===== src/rtl/iz_param_loader.sv =====
// Byte-serial parameter loader for the Izhikevich neuron core: framed a/b/c/d packets, XOR checksum, atomic commit.
// Define IZ_LOADER_DEFAULTS_EN to reset param_* to the *_DEFAULT values with a valid parameter set present.
module iz_param_loader #(
    parameter logic [7:0]  HEADER         = 8'hA5,
    parameter int          TIMEOUT_CYCLES = 256,
    parameter logic [15:0] A_DEFAULT      = 16'h0002,
    parameter logic [15:0] B_DEFAULT      = 16'h000D,
    parameter logic [15:0] C_DEFAULT      = 16'hEFC0,
    parameter logic [15:0] D_DEFAULT      = 16'h0200
) (
    input  logic        clk,
    input  logic        reset,
    input  logic [7:0]  byte_in,
    input  logic        byte_valid,
    output logic        byte_ready,
    input  logic        err_clear,
    output logic [15:0] param_a,
    output logic [15:0] param_b,
    output logic [15:0] param_c,
    output logic [15:0] param_d,
    output logic        params_ready,
    output logic        load_done,
    output logic        load_error,
    output logic        busy,
    output logic [1:0]  state_dbg
);

    // Handshake: a byte moves on a rising edge where byte_valid && byte_ready; byte_in is
    // only sampled then, and byte_ready never depends on byte_valid.

`ifdef IZ_LOADER_DEFAULTS_EN
    localparam logic DEF_EN = 1'b1;
`else
    localparam logic DEF_EN = 1'b0;
`endif

    localparam logic [15:0] A_RST = DEF_EN ? A_DEFAULT : 16'h0000;
    localparam logic [15:0] B_RST = DEF_EN ? B_DEFAULT : 16'h0000;
    localparam logic [15:0] C_RST = DEF_EN ? C_DEFAULT : 16'h0000;
    localparam logic [15:0] D_RST = DEF_EN ? D_DEFAULT : 16'h0000;

    localparam int             IW        = $clog2(TIMEOUT_CYCLES);
    localparam logic [IW-1:0]  IDLE_LAST = IW'(TIMEOUT_CYCLES - 1);

    typedef enum logic [1:0] {
        S_IDLE   = 2'd0,
        S_DATA   = 2'd1,
        S_CSUM   = 2'd2,
        S_COMMIT = 2'd3
    } state_t;

    state_t        state, state_n;
    logic [2:0]    cnt;
    logic [7:0]    csum_acc;
    logic [IW-1:0] idle_cnt;
    logic [7:0]    shadow [8];
    logic          has_params, has_params_n;
    logic          xfer, idle_hit, timeout, csum_bad;

    assign xfer         = byte_valid && byte_ready;
    assign idle_hit     = (idle_cnt == IDLE_LAST);
    assign byte_ready   = (state != S_COMMIT);
    assign busy         = (state != S_IDLE);
    assign state_dbg    = state;
    assign has_params_n = has_params | (state == S_COMMIT);

    always_comb begin
        state_n  = state;
        timeout  = 1'b0;
        csum_bad = 1'b0;
        case (state)
            S_IDLE: begin
                if (xfer && byte_in == HEADER) state_n = S_DATA;
            end
            S_DATA: begin
                if (xfer) begin
                    if (cnt == 3'd7) state_n = S_CSUM;
                end else if (idle_hit) begin
                    state_n = S_IDLE;
                    timeout = 1'b1;
                end
            end
            S_CSUM: begin
                if (xfer) begin
                    if (byte_in == csum_acc) begin
                        state_n = S_COMMIT;
                    end else begin
                        state_n  = S_IDLE;
                        csum_bad = 1'b1;
                    end
                end else if (idle_hit) begin
                    state_n = S_IDLE;
                    timeout = 1'b1;
                end
            end
            default: state_n = S_IDLE;
        endcase
    end

    always_ff @(posedge clk or negedge reset) begin
        if (!reset) state <= S_IDLE;
        else        state <= state_n;
    end

    always_ff @(posedge clk or negedge reset) begin
        if (!reset) begin
            cnt          <= '0;
            csum_acc     <= '0;
            idle_cnt     <= '0;
            for (int i = 0; i < 8; i++) shadow[i] <= '0;
            param_a      <= A_RST;
            param_b      <= B_RST;
            param_c      <= C_RST;
            param_d      <= D_RST;
            has_params   <= DEF_EN;
            params_ready <= DEF_EN;
            load_done    <= 1'b0;
            load_error   <= 1'b0;
        end else begin
            case (state)
                S_IDLE: begin
                    cnt      <= '0;
                    csum_acc <= '0;
                    idle_cnt <= '0;
                end
                S_DATA, S_CSUM: begin
                    if (xfer) begin
                        idle_cnt <= '0;
                        if (state == S_DATA) begin
                            shadow[cnt] <= byte_in;
                            csum_acc    <= csum_acc ^ byte_in;
                            cnt         <= cnt + 3'd1;
                        end
                    end else if (timeout) begin
                        idle_cnt <= '0;
                    end else begin
                        idle_cnt <= idle_cnt + IW'(1);
                    end
                end
                default: begin
                    param_a <= {shadow[0], shadow[1]};
                    param_b <= {shadow[2], shadow[3]};
                    param_c <= {shadow[4], shadow[5]};
                    param_d <= {shadow[6], shadow[7]};
                end
            endcase
            has_params   <= has_params_n;
            // Registered from next-state so it drops with HEADER and rises with the new params.
            params_ready <= has_params_n && (state_n == S_IDLE);
            load_done    <= (state == S_COMMIT);
            load_error   <= (timeout || csum_bad) || (load_error && !err_clear);
        end
    end

endmodule

===== config.mk =====
export PLATFORM = sky130hd
export DESIGN_NAME = iz_param_loader
export DESIGN_NICKNAME = d
export VERILOG_FILES = /design/src/rtl/iz_param_loader.sv
export SDC_FILE = /design/constraint.sdc
export NUM_CORES = 1
export LEC_CHECK = 0
export CAP_MARGIN = 20
export CORE_AREA = 3 3 139 141
export CTS_BUF_LIST = sky130_fd_sc_hd__clkbuf_8 sky130_fd_sc_hd__clkbuf_16
export DETAILED_ROUTE_END_ITERATION = 12
export DIE_AREA = 0 0 142 144
export PLACE_DENSITY_LB_ADDON = 0.1
export SLEW_MARGIN = 20
export SYNTH_ARGS = -nofsm -noshare
export SYNTH_HDL_FRONTEND = slang
export SYNTH_SLANG_ARGS = --single-unit

===== constraint.sdc =====
create_clock -name clk -period 2.3 [get_ports clk]
set_input_delay 0.23 -clock clk [delete_from_list [all_inputs] [get_ports clk]]
set_output_delay 0.23 -clock clk [all_outputs]
set_load 0.02 [all_outputs]

==> run summary <==
drt first pass iters: 4
Synth top area share: 60.5%
# Max-Cap Violations: 0
antenna diode count: 0
Clock Sink Count: 153
H-tree depth: 4
critical path start-end classification: reg2out
setup repair after global routing missed its margin: false
total power per unit cell area: 936 mW/mm^2
timing-limited maximum frequency: 0.464 GHz
TritonCTS clock tree: done
aggregate routed wire length: 14000 microns
DRC marker count from the first detailed-route iteration: 140
total I/O pin count: 83
vias in the first global route: 4036
Commonest cells post-synth: sky130_fd_sc_hd__dfrtp_1 (153), sky130_fd_sc_hd__mux2_2 (128), sky130_fd_sc_hd__o21ai_0 (24), sky130_fd_sc_hd__nor2_1 (19), sky130_fd_sc_hd__clkbuf_1 (15)
effective utilization at floorplan: 35.0%
slew margin rel.: 62.2%
library cell with the highest instance count after synthesis: sky130_fd_sc_hd__dfrtp_1
area of the core region: 0.0181 sq mm
maximum clock skew at final layout: 7.83 ps
clock root buffer master: sky130_fd_sc_hd__clkbuf_16
global-route wire length before repair: 22400 microns
highest fanout seen on the critical path: 6
Gate Count Post-Synth: 444
Async SR Flop Fraction: 100%
number of synthesized flops with an enable pin: 0
Bufs on Longest Clock Path: 2
flop and latch count out of synthesis: 153
share of cells above drive strength 1: 36.4%
slew at the pin closest to its max-slew limit: 568 ps
cts bufs inserted: 17
global-route total usage across every layer: 14.2%
CP peak stage delay: 620 ps
sequential element share of the synthesized area: 60.5%
utilization of the core after routing: 45.5%
Post-route DRC: 0
number of warnings issued by yosys: 0
height of the die: 144 microns
Avg Inst Size Synth: 14.2 sq um
crit path capture type: output pin
Layout fillers: 1620
cell type contributing the most total cell area after synthesis: sky130_fd_sc_hd__dfrtp_1
register clock-pin slew on the reported worst setup and hold paths: 60 ps
leakage power figure: 3.98 nW
Synthesized Nets: 464
chain of cells forming the critical path: inv_1 > ha_1 > inv_1 > clkdlybuf4s50_1
Final nets: 570
total vias in the final route: 3808
Worst R2R Setup Slack: 170 ps
Die Footprint: 0.0204 sq mm
total setup violations reported at the end of the flow: 0
Tightest Hold Check Type: in2async
detailed-placement wirelength estimate: 9350 microns
WP data required: 2070 ps
number of placement rows: 49
Worst R2R Start: state_dbg[1]
minimum clock period after layout: 2160 ps
pin count of the biggest net entering global routing: 61
VDD IR max: 459 uV
kind of start point of the critical path: flip-flop
global-route congestion overflow total: 0
CP max stage cell: sky130_fd_sc_hd__clkdlybuf4s50_1
Max Transition Viols Final: 0
IO buf count: 82
number of library cell types mapped by synthesis: 46
Routability Congestion: 0.859
RR Endpoint: shadow[60]
leading cell types by total area after synthesis: sky130_fd_sc_hd__dfrtp_1 (61%), sky130_fd_sc_hd__mux2_2 (23%), sky130_fd_sc_hd__o21ai_0 (1.9%)
number of antenna violations at the first check in global routing: 0
Final ANT Viol Nets: 0
endpoints failing hold: 0
fraction of the cycle the final worst path needs: 93.7%
Die Width: 142 microns
R2R depth: 5
post-detailed-route via-to-cell ratio: 4.81
status: finished, final reports clean
worst path bufs/invs: 3
kind of cell adding the most delay to the critical path: buffers and inverters
Wirelength per Cell: 17.6 microns
post-synthesis to final-layout area growth: 30.1%
Setup TNS: 0 ps
ys flop type: sky130_fd_sc_hd__dfrtp_1
insertion delay to the later sink of the worst-skew pair: 420 ps
cell repeated most along the worst path: sky130_fd_sc_hd__inv_1
Mapped Area: 0.00632 sq mm
data arrival time of the critical path: 1930 ps
## metal layers
layer	GRT usage (%)	vias to the layer above	part of all wire [%]
met1	19.8	1946	49
met4	5.30	0	1.9
li1	-	1765	-
met2	21.5	83	46
met3	3.57	14	3.6
met5	0	-	0
## sequential cells by signal, indices dropped and copies added, names as in the netlist, 2 cells and up
register and cells:
state_dbg 2, csum_acc 8, cnt 3, param_a 16, param_c 16, param_d 16
param_b 16, shadow 64, idle_cnt 8
## layout by cell type, fill, tap and decap left out, types with 2 or more instances in the layout
cell type,count
sky130_fd_sc_hd__nor3b_4,2
sky130_fd_sc_hd__nor2b_1,3
sky130_fd_sc_hd__nand3_1,7
sky130_fd_sc_hd__nand3b_4,2
sky130_fd_sc_hd__clkinvlp_4,3
sky130_fd_sc_hd__nand2b_1,8
sky130_fd_sc_hd__inv_1,7
sky130_fd_sc_hd__dfrtp_1,153
sky130_fd_sc_hd__clkinv_4,2
sky130_fd_sc_hd__and3_1,2
sky130_fd_sc_hd__xor2_1,11
sky130_fd_sc_hd__clkdlybuf4s50_1,81
sky130_fd_sc_hd__mux2_2,128
sky130_fd_sc_hd__xnor2_1,2
sky130_fd_sc_hd__inv_6,3
sky130_fd_sc_hd__nor3_4,2
sky130_fd_sc_hd__or2_2,3
sky130_fd_sc_hd__o21ai_0,24
sky130_fd_sc_hd__clkbuf_16,17
sky130_fd_sc_hd__ha_1,7
sky130_fd_sc_hd__buf_12,3
sky130_fd_sc_hd__buf_4,23
sky130_fd_sc_hd__nand2_1,13
sky130_fd_sc_hd__nor3_1,2
sky130_fd_sc_hd__a21oi_1,3
sky130_fd_sc_hd__nor2_1,19
sky130_fd_sc_hd__bufinv_16,4
sky130_fd_sc_hd__nor4_1,2
## kinds of logic after synthesis
family	Yosys count	synth area share (%)
AOI/OAI and AO/OA	34	3.05
adders and majority gates	8	1.58
xor gates and xnor gates	13	1.80
buffers and inverters	29	1.94
DFF	153	60.5
muxes	129	23.0
and+or+nand+nor	78	8.13
## power by group
group / total [mW] / internal [mW] / switching (mW)
Sequential: 3.21 / 3.01 / 0.206
Clock: 2.97 / 1.85 / 1.11
Combinational: 1.52 / 0.694 / 0.827
Total: 7.70 / 5.55 / 2.15
## through the flow
stage / hold WS [ps] / total power, mW / setup WS [ps] / instance area [sq um] / std cells
3_5_place_dp: 247 / 4.80 / 58.3 / 7560 / 758
3_3_place_gp: 248 / 4.75 / 108 / 7560 / 758
2_1_floorplan: -65.6 / 4.13 / 210 / 6320 / 444
6_report: 368 / 7.70 / 144 / 8230 / 792
5_1_grt: 363 / 8.09 / 34.1 / 8230 / 792
4_1_cts: 359 / 7.81 / 58.0 / 8210 / 791
## final cells by class
cell class,count,area (sq um),area share [%]
clock buffers,18,439,5.34
flip-flops and latches,153,3830,46.5
inverters,7,26.3,0.319
well taps,229,287,3.48
repair buffers,109,1060,12.9
multi-input cells,262,2380,29.0
clock inverters,14,195,2.37
## worst max path at each step
stage | from | end | slack, ps | depth (start not counted)
6_report | state_dbg[0] | busy | 140 | 4
5_1_grt | state_dbg[1] | shadow[60] | 30 | 5
4_1_cts | state_dbg[1] | shadow[31] | 60 | 5
3_5_place_dp | byte_valid | shadow[24] | 60 | 5
3_3_place_gp | byte_valid | shadow[28] | 110 | 5
2_1_floorplan | state_dbg[0] | shadow[48] | 210 | 6
## timing repair
action,in CTS,in global routing
hold buffers,1,0
hold endpoints to repair,57,0
resized for setup,0,0
setup endpoints to repair,0,8
setup buffers,0,1
Power figures use the tool's default switching activity.
